`config.mk`:
```
export PLATFORM = sky130hd
export DESIGN_NAME = matrix_frame_scheduler
export DESIGN_NICKNAME = d
export VERILOG_FILES = /design/src/rtl/matrix_pkg.sv /design/src/rtl/matrix_scan_timer.sv /design/src/rtl/matrix_frame_scheduler.sv
export SDC_FILE = /design/constraint.sdc
export NUM_CORES = 2
export LEC_CHECK = 0
export BUFFER_PORTS_ARGS = -buffer_cell sky130_fd_sc_hd__buf_2
export CAP_MARGIN = 20
export CORE_ASPECT_RATIO = 0.9
export CORE_UTILIZATION = 50
export DETAILED_ROUTE_END_ITERATION = 16
export HOLD_SLACK_MARGIN = 0.1
export PLACE_DENSITY = 0.69
export SKIP_CTS_REPAIR_TIMING = 1
export SYNTH_ARGS = -nofsm -noshare
export SYNTH_HDL_FRONTEND = slang
export SYNTH_SLANG_ARGS = --single-unit
```
`constraint.sdc`:
```
create_clock -name clk -period 50.5 [get_ports clk]
set_input_delay 10.1 -clock clk [delete_from_list [all_inputs] [get_ports clk]]
set_output_delay 10.1 -clock clk [all_outputs]
set_load 0.1 [all_outputs]
```
`src/rtl/matrix_pkg.sv`:
```
// Shared types and dimensions for the double-buffered LED matrix frame scheduler.
package matrix_pkg;
  localparam int MATRIX_DIM = 16;
  localparam int ROW_W      = 4;

  typedef enum logic [1:0] {
    OFF    = 2'd0,
    RED    = 2'd1,
    GREEN  = 2'd2,
    YELLOW = 2'd3
  } color_t;

  typedef enum logic [1:0] {
    IDLE,
    CLEAR,
    SWAP_WAIT
  } fsm_t;

  typedef logic [MATRIX_DIM-1:0][MATRIX_DIM-1:0] plane_t;
endpackage

```
`src/rtl/matrix_scan_timer.sv`:
```
// Scan-enable prescaler and row/frame position counter kept in lockstep with the scan driver.
module matrix_scan_timer
  import matrix_pkg::*;
#(
  parameter int FREQDIV = 0,
  parameter int EN_DIV  = 1
) (
  input  logic clk,
  input  logic reset,
  output logic scan_en,
  output logic frame_sync
);

  localparam int PRE_W = (EN_DIV > 1) ? $clog2(EN_DIV) : 1;
  localparam int CNT_W = FREQDIV + ROW_W;
  localparam logic [PRE_W-1:0] PRE_LAST = PRE_W'(EN_DIV - 1);

  logic [PRE_W-1:0] pre_q, pre_d;
  logic [CNT_W-1:0] cnt_q, cnt_d;
  logic             scan_en_q, scan_en_d;
  logic             frame_sync_q, frame_sync_d;

  // scan_en/frame_sync are registered from the next-cycle count so they line up with pre_q/cnt_q.
  always_comb begin
    pre_d        = (pre_q == PRE_LAST) ? '0 : pre_q + PRE_W'(1);
    cnt_d        = cnt_q + CNT_W'(scan_en_q);
    scan_en_d    = (pre_d == PRE_LAST);
    frame_sync_d = scan_en_d && (&cnt_d);
  end

  always_ff @(posedge clk or posedge reset) begin
    if (reset) begin
      pre_q        <= '0;
      cnt_q        <= '0;
      scan_en_q    <= 1'b0;
      frame_sync_q <= 1'b0;
    end else begin
      pre_q        <= pre_d;
      cnt_q        <= cnt_d;
      scan_en_q    <= scan_en_d;
      frame_sync_q <= frame_sync_d;
    end
  end

  assign scan_en    = scan_en_q;
  assign frame_sync = frame_sync_q;

endmodule

```
`src/rtl/matrix_frame_scheduler.sv`:
```
// Double-buffered frame controller: writes/clears go to the back buffer, swaps land on frame boundaries.
module matrix_frame_scheduler
  import matrix_pkg::*;
#(
  parameter int FREQDIV    = 0,
  parameter int EN_DIV     = 1,
  parameter bit AUTO_CLEAR = 1'b0
) (
  input  logic                                   clk,
  input  logic                                   reset,
  input  logic                                   wr_valid,
  output logic                                   wr_ready,
  input  logic [3:0]                             wr_row,
  input  logic [3:0]                             wr_col,
  input  logic [1:0]                             wr_color,
  input  logic                                   clear_req,
  output logic                                   clear_busy,
  input  logic                                   swap_req,
  output logic                                   swap_ack,
  output logic                                   scan_en,
  output logic                                   frame_sync,
  output logic [MATRIX_DIM-1:0][MATRIX_DIM-1:0]  red_array,
  output logic [MATRIX_DIM-1:0][MATRIX_DIM-1:0]  green_array
);

  fsm_t             state_q, state_d;
  logic             sel_q, sel_d;
  logic [ROW_W-1:0] clr_row_q, clr_row_d;
  logic             wr_ready_q, wr_ready_d;
  logic             clear_busy_q, clear_busy_d;
  plane_t           red_a_q, red_a_d, green_a_q, green_a_d;
  plane_t           red_b_q, red_b_d, green_b_q, green_b_d;

  matrix_scan_timer #(
    .FREQDIV (FREQDIV),
    .EN_DIV  (EN_DIV)
  ) u_timer (
    .clk        (clk),
    .reset      (reset),
    .scan_en    (scan_en),
    .frame_sync (frame_sync)
  );

  // NOTE: every always_comb target gets a default first, so no path can infer a latch.
  always_comb begin
    state_d   = state_q;
    sel_d     = sel_q;
    clr_row_d = clr_row_q;
    red_a_d   = red_a_q;
    green_a_d = green_a_q;
    red_b_d   = red_b_q;
    green_b_d = green_b_q;

    case (state_q)
      IDLE: begin
        if (wr_valid && wr_ready_q) begin
          if (sel_q) begin
            red_a_d[wr_row][wr_col]   = wr_color[0];
            green_a_d[wr_row][wr_col] = wr_color[1];
          end else begin
            red_b_d[wr_row][wr_col]   = wr_color[0];
            green_b_d[wr_row][wr_col] = wr_color[1];
          end
        end
        if (clear_req) begin
          state_d   = CLEAR;
          clr_row_d = '0;
        end else if (swap_req) begin
          state_d = SWAP_WAIT;
        end
      end
      CLEAR: begin
        if (sel_q) begin
          red_a_d[clr_row_q]   = '0;
          green_a_d[clr_row_q] = '0;
        end else begin
          red_b_d[clr_row_q]   = '0;
          green_b_d[clr_row_q] = '0;
        end
        clr_row_d = clr_row_q + ROW_W'(1);
        if (clr_row_q == ROW_W'(MATRIX_DIM - 1)) state_d = IDLE;
      end
      SWAP_WAIT: begin
        if (frame_sync) begin
          sel_d = ~sel_q;
          if (AUTO_CLEAR) begin
            state_d   = CLEAR;
            clr_row_d = '0;
          end else begin
            state_d = IDLE;
          end
        end
      end
      default: state_d = IDLE;
    endcase

    wr_ready_d   = (state_d == IDLE);
    clear_busy_d = (state_d == CLEAR);
  end

  // NOTE: the buffers are plain flops feeding the display, so they are reset to guarantee a blank panel.
  always_ff @(posedge clk or posedge reset) begin
    if (reset) begin
      state_q      <= IDLE;
      sel_q        <= 1'b0;
      clr_row_q    <= '0;
      wr_ready_q   <= 1'b1;
      clear_busy_q <= 1'b0;
      red_a_q      <= '0;
      green_a_q    <= '0;
      red_b_q      <= '0;
      green_b_q    <= '0;
    end else begin
      state_q      <= state_d;
      sel_q        <= sel_d;
      clr_row_q    <= clr_row_d;
      wr_ready_q   <= wr_ready_d;
      clear_busy_q <= clear_busy_d;
      red_a_q      <= red_a_d;
      green_a_q    <= green_a_d;
      red_b_q      <= red_b_d;
      green_b_q    <= green_b_d;
    end
  end

  // Both terms are flops; the ack marks the edge at which the front buffer flips.
  assign swap_ack    = (state_q == SWAP_WAIT) && frame_sync;
  assign wr_ready    = wr_ready_q;
  assign clear_busy  = clear_busy_q;
  assign red_array   = sel_q ? red_b_q : red_a_q;
  assign green_array = sel_q ? green_b_q : green_a_q;

endmodule
```
Word level (Yosys, flattened, before mapping):

Index checks and enable logic that the tools add are counted.

* register bits: 1040
* output and inout port bits: 517
* bits of input ports: 15
* logic and storage cells: 149

* bitwise operators: 7
* mux-type cells: 36
* magnitude comparators: 6
* equality and inequality tests: 10
* reduce and logical (&&, ||, !) cells: 14
* add/subtract/negate cells: 3

Operators by type and width (number)
* 256-bit 2-to-1 mux: 14
* 256-bit one-hot mux with 2 select lines: 4
* 256-bit bitwise AND: 4
* 256-bit bitwise mux: 4
* 256-bit NOT: 1
* 16-bit demux with 4-bit select: 2
* 16-bit 2-to-1 mux: 2
* 4-bit by 5-bit < comparator with 1-bit output (second input constant): 3
* 4-bit by 1-bit >= comparator with 1-bit output (second input constant): 3
* 2-bit != test (second input constant): 6
* 4-bit AND reduction: 3
* 2-bit 2-to-1 mux: 4
* 4-bit one-hot mux with 2 select lines: 1
* 1-bit logical AND: 6
* 2-bit one-hot mux with 3 select lines: 1
* 4-bit by 1-bit adder with 4-bit output: 1
* 4-bit by 1-bit adder with 4-bit output (second input constant): 1
* 1-bit demux with 4-bit select: 1
* 2-bit by 1-bit == test with 1-bit output (second input constant): 2
* 4-bit == test (second input constant): 1
* 2-bit logical NOT: 2
* 4-bit 2-to-1 mux: 1
* 2-bit AND reduction: 2
* 2-bit == test (second input constant): 1
* 4 further kinds: 6

Depth between registers and ports, before layout:

* depth after elaboration: 10
* depth in mapped cells: 8

By module:

Synthesis repeated with hierarchy kept, for this count alone.

* cell total of the unflattened synthesis: 7354
* area, all modules: 62632.6 um2

Modules (own cells, without submodules)
* matrix_frame_scheduler: cells an instance 7337, times used 1, area each 62396.1 um2
* matrix_scan_timer: cells an instance 17, times used 1, area each 236.5 um2

Least setup slack after synthesis:

Ideal clock, no wire load.

* path type: flip-flop to output port
* start point: register sel_q
* end point: output green_array[0] (netlist bit)
* data required time: 40400 ps
* slack: 37096 ps
* arrival time: 3304 ps
* stages on the path, launching flop included: 7
* cell sequence: dfrtp_1 buf_2 buf_2 buf_2 buf_2 clkbuf_1 o21ai_0

RTL lines
* start, declared: line matrix_frame_scheduler.sv:27 `logic sel_q, sel_d;`
* start signal, assigned: line matrix_frame_scheduler.sv:115 `sel_q <= sel_d;`
* end, declared: line matrix_frame_scheduler.sv:23 `output logic [MATRIX_DIM-1:0][MATRIX_DIM-1:0] green_array`

==> results.json <==
{
  "grt_overflow": 0,
  "cts_buffers": 114,
  "endpoint_kind": "primary output",
  "setup_total_negative_slack_ns": 0,
  "status": "completed",
  "max_stage_delay_ns": 0.99,
  "synth_top_family_by_area": "compound AO/OA/AOI/OAI gates",
  "die_w_um": 377,
  "fin_total_pwr_mw": 4.06,
  "worstPathCellList": "buf_12 > buf_4 > nand2_1 > o21ai_0 > buf_2",
  "hold_end": "u_timer.cnt_q[3]",
  "antenna_found_initial": 11,
  "h-tree-depth": 3,
  "synth_compound_area_share_pct": 29.5,
  "period_needed_ns": 14.75,
  "synth_area_mm2": 0.0632,
  "holdPathStages": 1,
  "ys_warn_count": 0,
  "p_leak_nw": 24.8,
  "viasPerCell": 7.13,
  "reg2reg_depth": 8,
  "drc": 0,
  "grt_max_degree": 240,
  "cts_root_buf": "clkbuf_16",
  "drv_cap": 0,
  "rsz0062_at_grt": "false",
  "wl_met1_mm": 100,
  "io_buffer_count": 531,
  "vias": 63601,
  "yosys.area_share.simple_pct": 14.6,
  "cp.arrival_ns": 4.65,
  "core_mm2": 0.125,
  "p_per_area_mw_per_mm2": 59.3,
  "ys_seq_elements": 1039,
  "dpl.hpwl_mm": 137,
  "final_nets": 7155,
  "detail-route-antenna-nets": 0,
  "clock_latency_ns": 0.75,
  "grt_pass1_vias": 60842,
  "finalSetupViolCount": 0,
  "worstSetupStartpointType": "flip-flop",
  "avgSynthCellArea_um2": 8.60,
  "worstReg2RegStart": "state_q[1]",
  "async_flop_share_pct": 100,
  "hold_path.startpoint": "u_timer.cnt_q[3]",
  "routed.top_layer": "met5",
  "cp.depth": 5,
  "cp_top_family": "buffers and inverters",
  "relSlewSlack_pct": 9.63,
  "syn_inst": 7354,
  "rows": 123,
  "setup.worst_path.class": "reg2out",
  "clk_pin_slew_ns": 0.06,
  "dr.pass1.iters": 8,
  "io_pins": 532,
  "die_h_um": 339,
  "ys_top_cells_by_area": "dfrtp_1, o211ai_1, nand4_1, inv_1, o21ai_0",
  "maxSlewViolCount": 0,
  "wl_met3_mm": 30.7,
  "syn_nets": 7375,
  "fin_crit_sh_pct": 29.2,
  "hold_violations": 0,
  "max_slew.worst_pin.slew_ns": 1.36,
  "dp_slack_ns": 35.78,
  "cpMaxStageDelayCell": "buf_4",
  "grt_usage_pct": 38.8,
  "dpl-instance-area_mm2": 0.0648,
  "synth_edf_count": 0,
  "wl_per_cell_um": 28.7,
  "start_util_pct": 50.5,
  "fmax_mhz": 67.8,
  "crit-reg2reg-capture": "red_a_q[26]",
  "synth_xor_area_share_pct": 0.0416,
  "hold_path_class": "reg2reg",
  "wirelength_mm": 256,
  "syn_to_final_growth_pct": 8.41,
  "layout_setup_ws_ns": 35.75,
  "grt_pass1_wl_mm": 387,
  "wl_met2_mm": 109,
  "yosysTopAreaCell": "dfrtp_1",
  "ys_seq_area_share_pct": 41.1,
  "synth_ff_type": "dfrtp_1",
  "crit_fanout": 230,
  "ir_worst_vdd_uv": 57.9,
  "critical_path_required_ns": 40.40,
  "worst-r2r-setup-slack_ns": 45.03,
  "synth_top_area_share_pct": 41.1,
  "detail_route.iter0.violations": 9605,
  "clock_path_buffers": 3,
  "die_area_mm2": 0.128,
  "synthAdderAreaFrac_pct": 0.119,
  "synth_cell_types": 47,
  "clock_skew_ns": 0.0312,
  "layout-drive-gt1-share_pct": 14.1,
  "cts.sinks": 1039,
  "place.gp.congestion": 0.839,
  "cts_tree": "built",
  "stdcell_area_mm2": 0.0685,
  "cp.buffers_inverters": 3,
  "synthMuxAreaShare_pct": 0.0356
}
## cell families after synthesis
kind of cell	after synthesis
flops	1039
xor+xnor	3
other cells	1
simple gates	1636
mux	2
compound gates	2601
buf+inv	2066
fa+ha+maj	6
## final cells by class
cell class                 count  area [um^2]
inverter                    1027         3860
timing repair buffer         703         4170
multi-input combinational   4249        28700
clock buffer                 179         3390
tap                         1687         2110
antenna                        2         5.00
clock inverter                33          337
fill                       11219        56700
sequential                  1039        26000
## state kept, by name, summed over array words and instances, names as in the netlist, 2 cells and up
register / count
red_a_q: 256
red_b_q: 256
state_q: 2
green_a_q: 256
u_timer.cnt_q: 4
green_b_q: 256
clr_row_q: 4
## cells in the mapped netlist, drive strengths merged (4+ instances only)
library cell  instances
ha                    6
nand3b                8
o21ai               513
nand4b                8
nand4              1026
o211ai             2048
clkbuf              366
nand4bb              12
nor2                  4
or3b                  5
or4b                  8
nand3                 6
nor4bb               11
and4b                 8
a211oi               32
buf                 673
inv                1027
dfrtp              1038
nand2               514
nor4b                 8
## where the power goes
group	internal (mW)	switching (mW)
registers	1.03	0.147
logic	0.399	1.63
clock network	0.489	0.371
total	1.91	2.15
## per-layer routing
metal,vias up,track usage (%)
met5,-,0
met4,18,21.6
met3,800,10.3
met2,4466,54.9
li1,26765,-
met1,31552,53.7
## how the worst max path moves through the flow
stage,from,to,slack [ns]
final,sel_q,red_array[208],35.75
after global routing,sel_q,red_array[208],35.60
after CTS,sel_q,green_array[252],35.95
after detailed placement,wr_valid,red_a_q[26],35.78
after global placement,wr_valid,red_b_q[72],35.80
after floorplan,reset,clear_busy,11.16
## stage by stage
stage                     util (%)  std cells  hold slack (ns)
after floorplan                  -       7354            0.437
after global placement        51.6       8698            0.456
after detailed placement      51.7       8704            0.462
after CTS                     54.7       8916            0.475
after global routing          54.7       8917            0.502
final                         54.7       8919            0.478
## worst register-to-register path: cells and delay by family, from the launching register on
| kind | cells | cell delay, ns |
|---|---|---|
| and+or+nand+nor | 2 | 0.58 |
| buffers and inverters | 5 | 4.00 |
| DFF | 1 | 0.63 |
| AOI/OAI and AO/OA | 1 | 0.16 |
## cells in the final DEF (no fill, tap or decap), types with 3 or more instances in the layout
master and instances:
a211oi_4 32, nand4b_1 8, or3b_2 3, nor4b_2 8
o211ai_1 2015, nand3b_1 8, nand4bb_4 12, nand4_1 1024
ha_1 6, dfrtp_1 1037, clkbuf_16 116, clkbuf_8 25
clkinv_2 23, o21ai_0 513, buf_16 3, buf_4 156
nor2_1 4, buf_2 531, or4b_2 4, nand3_1 6
buf_12 13, and4b_4 4, or4b_4 4, inv_1 1026
clkbuf_1 38, o211ai_2 33, nor4bb_4 11, nor2b_4 3
nand2_1 514, bufinv_16 6, and4b_2 4, a22o_1 3
(Power assumes the default switching activity.)
